[config.mk]
export PLATFORM = sky130hd
export DESIGN_NAME = wf_player_seq
export DESIGN_NICKNAME = d
export VERILOG_FILES = /design/src/rtl/wf_pkg.sv /design/src/rtl/wf_player_seq_sync.sv /design/src/rtl/wf_player_seq.sv
export SDC_FILE = /design/constraint.sdc
export NUM_CORES = 1
export LEC_CHECK = 0
export ABC_AREA = 1
export CAP_MARGIN = 20
export CORE_MARGIN = 2
export CORE_UTILIZATION = 53
export CTS_BUF_LIST = sky130_fd_sc_hd__clkbuf_4 sky130_fd_sc_hd__clkbuf_8
export CTS_CLUSTER_SIZE = 30
export DETAILED_ROUTE_END_ITERATION = 10
export PLACE_DENSITY = 0.81
export SETUP_SLACK_MARGIN = 0.2
export SLEW_MARGIN = 10
export SYNTH_ARGS = -nofsm -noshare
export SYNTH_HDL_FRONTEND = slang
export SYNTH_SLANG_ARGS = --single-unit
[constraint.sdc]
create_clock -name i_clk -period 3.4 [get_ports i_clk]
set_input_delay 0.51 -clock i_clk [delete_from_list [all_inputs] [get_ports i_clk]]
set_output_delay 0.51 -clock i_clk [all_outputs]
set_load 0.05 [all_outputs]
[src/rtl/wf_pkg.sv]
// wf_pkg: shared state encoding and constants for the waveform player
package wf_pkg;
  typedef enum logic [1:0] {IDLE, ARM, PLAY, DRAIN} state_t;
  localparam logic [15:0] REPEAT_INF = 16'd0;
  localparam logic [31:0] CNT_MAX = 32'hffff_ffff;
endpackage

[src/rtl/wf_player_seq_sync.sv]
// wf_sync_edge: 2-FF synchroniser with rising-edge pulse for an asynchronous pin
module wf_sync_edge (
  input  logic i_clk,
  input  logic i_rst,
  input  logic i_d,
  output logic o_rise
);
  logic [2:0] sr;
  always_ff @(posedge i_clk or negedge i_rst)
    if (!i_rst) sr <= '0;
    else sr <= {sr[1:0], i_d};
  assign o_rise = sr[1] & ~sr[2];
endmodule

[src/rtl/wf_player_seq.sv]
// wf_player_seq: BRAM-backed waveform player with one-shot, N-repeat and loop modes
module wf_player_seq
  import wf_pkg::*;
#(
  parameter int DATA_W = 16,
  parameter int DEPTH  = 1024,
  parameter int ADDR_W = $clog2(DEPTH),
  parameter int RD_LAT = 1
) (
  input  logic              i_clk,
  input  logic              i_rst,
  input  logic              i_dsp_wf_start,
  input  logic              i_sw_start,
  input  logic              i_sw_stop,
  input  logic              i_wf_read_cnt,
  input  logic              i_wf_write_en,
  input  logic [ADDR_W-1:0] i_wf_write_addr,
  input  logic [DATA_W-1:0] i_wf_write_data,
  input  logic [ADDR_W:0]   i_wf_length,
  input  logic [15:0]       i_wf_repeat,
  output logic [ADDR_W-1:0] o_xintf_wf_ram_addr,
  output logic              o_xintf_wf_ram_ce,
  output logic              o_xintf_wf_ram_we,
  output logic [DATA_W-1:0] o_xintf_wf_ram_din,
  input  logic [DATA_W-1:0] i_xintf_wf_ram_dout,
  output logic [DATA_W-1:0] o_wf_data,
  output logic              o_wf_data_valid,
  output logic              o_dsp_wf_mode,
  output logic              o_wf_busy,
  output logic              o_wf_done,
  output logic              o_wf_err,
  output logic [31:0]       o_wf_read_data_num,
  output logic [15:0]       o_wf_loop_num
);
  state_t state, nxt;
  logic [ADDR_W-1:0] ptr;
  logic [ADDR_W:0] len_q;
  logic [15:0] rep_q;
  logic [RD_LAT:0] v_pipe, d_pipe;
  logic dsp_rise, start, stop, len_ok, accept, rd_fire, last, fin, wr_ok, err_set;
  wf_sync_edge u_sync (.i_clk(i_clk), .i_rst(i_rst), .i_d(i_dsp_wf_start), .o_rise(dsp_rise));
  assign start   = dsp_rise | i_sw_start;
  assign stop    = i_sw_stop && state != IDLE;
  assign len_ok  = i_wf_length != '0 && i_wf_length <= (ADDR_W+1)'(DEPTH);
  assign accept  = state == IDLE && start && !i_sw_stop && len_ok;
  assign rd_fire = state == PLAY && i_wf_read_cnt && !i_sw_stop;
  assign last    = {1'b0, ptr} == len_q - 1'b1;
  assign fin     = rd_fire && last && rep_q != REPEAT_INF && {1'b0, o_wf_loop_num} + 17'd1 >= {1'b0, rep_q};
  assign wr_ok   = state == IDLE && i_wf_write_en;
  assign err_set = (state == IDLE && start && !i_sw_stop && !len_ok) ||
                   (i_wf_write_en && state != IDLE) || (i_wf_read_cnt && state != PLAY);
  assign o_dsp_wf_mode = state != IDLE;
  assign o_wf_busy     = state != IDLE;
  always_comb begin
    nxt = state;
    unique case (state)
      IDLE:    nxt = accept ? ARM : IDLE;
      ARM:     nxt = stop ? IDLE : PLAY;
      PLAY:    nxt = stop ? IDLE : fin ? DRAIN : PLAY;
      DRAIN:   nxt = (stop || v_pipe == '0) ? IDLE : DRAIN;
      default: nxt = IDLE;
    endcase
  end
  always_ff @(posedge i_clk or negedge i_rst)
    if (!i_rst) state <= IDLE;
    else state <= nxt;
  // Valid/done travel alongside the BRAM read so abort can squash them in flight
  always_ff @(posedge i_clk or negedge i_rst)
    if (!i_rst) begin
      v_pipe <= '0;
      d_pipe <= '0;
      o_wf_data_valid <= 1'b0;
      o_wf_done <= 1'b0;
      o_wf_data <= '0;
      o_xintf_wf_ram_ce <= 1'b0;
      o_xintf_wf_ram_we <= 1'b0;
      o_xintf_wf_ram_addr <= '0;
      o_xintf_wf_ram_din <= '0;
      o_wf_err <= 1'b0;
      ptr <= '0;
      len_q <= '0;
      rep_q <= '0;
      o_wf_read_data_num <= '0;
      o_wf_loop_num <= '0;
    end else begin
      v_pipe <= stop ? '0 : {v_pipe[RD_LAT-1:0], rd_fire};
      d_pipe <= stop ? '0 : {d_pipe[RD_LAT-1:0], fin};
      o_wf_data_valid <= v_pipe[RD_LAT] && !stop;
      o_wf_done <= d_pipe[RD_LAT] && !stop;
      if (v_pipe[RD_LAT]) o_wf_data <= i_xintf_wf_ram_dout;
      o_xintf_wf_ram_ce <= wr_ok || rd_fire;
      o_xintf_wf_ram_we <= wr_ok;
      if (wr_ok) begin
        o_xintf_wf_ram_addr <= i_wf_write_addr;
        o_xintf_wf_ram_din <= i_wf_write_data;
      end else if (rd_fire) o_xintf_wf_ram_addr <= ptr;
      o_wf_err <= err_set ? 1'b1 : accept ? 1'b0 : o_wf_err;
      if (accept) begin
        ptr <= '0;
        len_q <= i_wf_length;
        rep_q <= i_wf_repeat;
        o_wf_read_data_num <= '0;
        o_wf_loop_num <= '0;
      end else if (rd_fire) begin
        ptr <= last ? '0 : ptr + 1'b1;
        o_wf_read_data_num <= o_wf_read_data_num == CNT_MAX ? CNT_MAX : o_wf_read_data_num + 32'd1;
        if (last) o_wf_loop_num <= o_wf_loop_num + 16'd1;
      end
    end
endmodule
==> results.cfg, run 1 <==
[cells_and_area]
final_core_util_pct = 69.9
fillCellCount = 1223
layout_commonest_cell = nand2_1
finalNetCount = 1291
layout_common_cells = nand2_1, clkdlybuf4s50_1, dfrtp_1, inv_1, nand3_1
postLayoutCellArea_um2 = 10200
drive_gt1_share_pct = 8.04
antenna_cells = 0
syn_to_final_growth_pct = 28.5

[timing]
fmax_ghz = 0.344
tns_ps = 0
fin_ws_ps = 493
hold_ws_ps = 54.9
slew_headroom_pct = 49.2
fin_crit_ps = 2910
hold_viol_final = 0
tightest_slew_ps = 762
setup_viol = 0
final_max_slew_viol_count = 0
fin_crit_sh_pct = 85.5
rsz0062_at_grt = false
fin_skew_ps = 12.4

[floorplan]
die_width_um = 126
die_area_um2 = 16000
core_um2 = 14600
io_pins = 173
fp-row-count = 44
dieHeight_um = 126
start_util_pct = 54.4

[clock_tree]
numClockSinks = 141
cts.reportedPaths.clkPinSlew_ps = 80
clk_path_buf_depth = 2
cts_root_buf = clkbuf_8
post_cts_buffers = 0
cts_buffers = 17
h-tree-depth = 4
cts_hold_buf = 0
cts_tree = built
insertion_delay_ps = 470

[synthesis]
syn_area_um2 = 7940
ys_ff_latch = 141
synth_edf_count = 0
ys_types = 43
syn_inst = 1023
ys.flop_type = dfrtp_1
syn_avg_cell_area_um2 = 7.76
synth_warnings = 0
synth_nets = 1119
async_reset_ff_share_pct = 100
ys_seq_area_share_pct = 44.5

[critical_path]
crit_path_frequent_cell = nand2_1
startpoint_type = flop
crit_fanout = 6
crit_arrival_ps = 3250
cp.required_ps = 3750
slowest_stage = dfrtp_1
cp_cell_sequence = ha_1 -> nand2_1 -> inv_1 -> nand2_1 -> nor2_1 -> nand2_1 -> nor2_2 -> nand2_1 -> xor2_1 -> inv_1 -> ha_1 -> nand2_1 -> inv_1 -> nor3_1 -> nor2_1 -> nor2_1 -> nand4_1 -> nand2_1 -> nand2_1
crit_type = reg2reg
worst_setup_path_end_kind = flop
path_buf_inv = 3
critPathTopFamily = simple AND/OR/NAND/NOR gates
max_stage_delay_ps = 460

[power_and_ir_drop]
cellLeakagePower_uw = 0.00491
max-vdd-ir-drop_mv = 0.290
powerDensity_nw_per_um2 = 483

[routing]
drtPass1Iterations = 5
drt-total-wl_um = 20600
drt_iter0_markers = 697
num_vias = 7371
antenna_left = 0
wl_per_cell_um = 14.8
drc = 0
viasPerCell = 5.30

[placed_design]
place_area_um2 = 9790
place_ws_ps = 546
portBuffers = 172
place_congestion = 0.981
dp.final_hpwl_um = 15300

[grt]
grt_pass1_wl_um = 34200
grt_max_degree = 70
gr-total-overflow = 0
antenna_found_initial = 1
track_usage_pct = 26.5
first_global_vias = 7096

[run_status]
outcome = completed

[hold_path]
hp-class = in2async

[flow_run]
maxCapViolations = 0
cells in the mapped netlist (3+ instances only):
master    number  area share, %
nand2_1      342             16
dfrtp_1      141             44
inv_1        110            5.2
nand3_1       75            4.7
nor2_1        66            3.1
o21ai_0       66            4.2
xor2_1        32            3.5
ha_1          20            3.2
a21oi_1       14           0.88
nor3_1        13           0.82
nand4_1       12           0.95
nor2_2        12           0.95
buf_2          9           0.57
nor4_1         9           0.71
clkbuf_1       8           0.38
o22ai_1        8           0.63
buf_6          7           0.99
o21ai_2        7           0.77
nor2_4         6           0.85
inv_2          5           0.24
nand2_2        5           0.39
nand3_2        5           0.63
o211ai_1       5           0.47
o21ai_1        5           0.32
xnor2_1        5           0.55
buf_4          4           0.38
nand3b_1       4           0.38
a221o_1        3           0.38
nor3_2         3           0.38
or2_2          3           0.24
where the power goes:
part	total (uW)	leakage [uW]	switching [uW]	internal, uW
Combinational	1510	0.00287	987	519
Clock	1400	0.000212	631	767
Sequential	2030	0.00183	142	1890
per-stage QoR:
step	std cells	total power, uW
floorplan	1023	3020
global placement	1360	3540
detailed placement	1360	3560
CTS	1391	4960
global route	1391	5190
finish	1391	4930
worst reg2reg max path: stages, from the launching register on:
cell	delay (ps)
dfrtp_1	460
ha_1	210
nand2_1	60
inv_1	70
nand2_1	60
nor2_1	210
nand2_1	130
nor2_2	160
nand2_1	80
xor2_1	210
inv_1	90
ha_1	330
nand2_1	70
inv_1	40
nor3_1	150
nor2_1	80
nor2_1	120
nand4_1	120
nand2_1	110
nand2_1	50
path summary, 6_finish.rpt:
kind	startpoint	to	slack, ps	cells after the start
worst max-delay path	o_wf_loop_num[0]$_DFFE_PN0P_	state[0]$_DFF_PN0_	490	19
worst max register to register	o_wf_loop_num[0]$_DFFE_PN0P_	state[0]$_DFF_PN0_	490	19
worst min-delay path	i_rst	o_wf_read_data_num[31]$_DFFE_PN0P_	50	1
max in group asynchronous	i_rst	o_wf_loop_num[14]$_DFFE_PN0P_	2590	2
worst min register to register	u_sync.sr[0]$_DFF_PN0_	u_sync.sr[1]$_DFF_PN0_	350	0
min in group i_clk	u_sync.sr[0]$_DFF_PN0_	u_sync.sr[1]$_DFF_PN0_	350	0
logic make-up after synthesis:
family	count (synthesis)	share of synthesized area (%)
AO/OA/AOI/OAI	116	8.45
XOR/XNOR	37	4.08
adder cells (fa/ha/maj)	20	3.15
buffers and inverters	146	7.90
flip-flops	141	44.5
AND/OR/NAND/NOR	563	31.9
routing by layer:
| layer | part of all wire, % | global-route usage, % | vias up |
|---|---|---|---|
| met5 | 0 | 0 | - |
| met4 | 2.9 | 10.8 | 0 |
| met3 | 6.9 | 6.87 | 44 |
| met2 | 46 | 41.5 | 241 |
| met1 | 44 | 35.5 | 3456 |
| li1 | - | - | 3630 |
flip-flops by register name, summed over array words and instances, names as in the netlist:
name and cells:
o_wf_read_data_num 32, o_wf_data 16, o_wf_loop_num 16, o_xintf_wf_ram_din 16
rep_q 16, len_q 11, o_xintf_wf_ram_addr 10, ptr 10
u_sync.sr 3, d_pipe 2, state 2, v_pipe 2
o_wf_data_valid 1, o_wf_done 1, o_wf_err 1, o_xintf_wf_ram_ce 1
o_xintf_wf_ram_we 1
layout make-up:
cell class	instances	area, um2	share of cell area, %
well taps	184	230	2.26
clock buffers	25	325	3.19
flip-flops and latches	141	3530	34.6
inverters	117	439	4.31
repair buffers	182	1810	17.8
clock inverters	6	82.6	0.810
multi-input cells	736	3780	37.1
what timing repair did:
item,4_1_cts,5_1_grt
gates resized for setup,0,1
hold endpoints to repair,0,0
setup endpoints to repair,0,2
Power figures use the tool's default switching activity.
==> run 2, diff against run 1 <==
Settings changed: CTS_CLUSTER_SIZE 30 to 12.
==> results of run 2 <==
Final layout, timing and power as in run 1 (identical DEF).
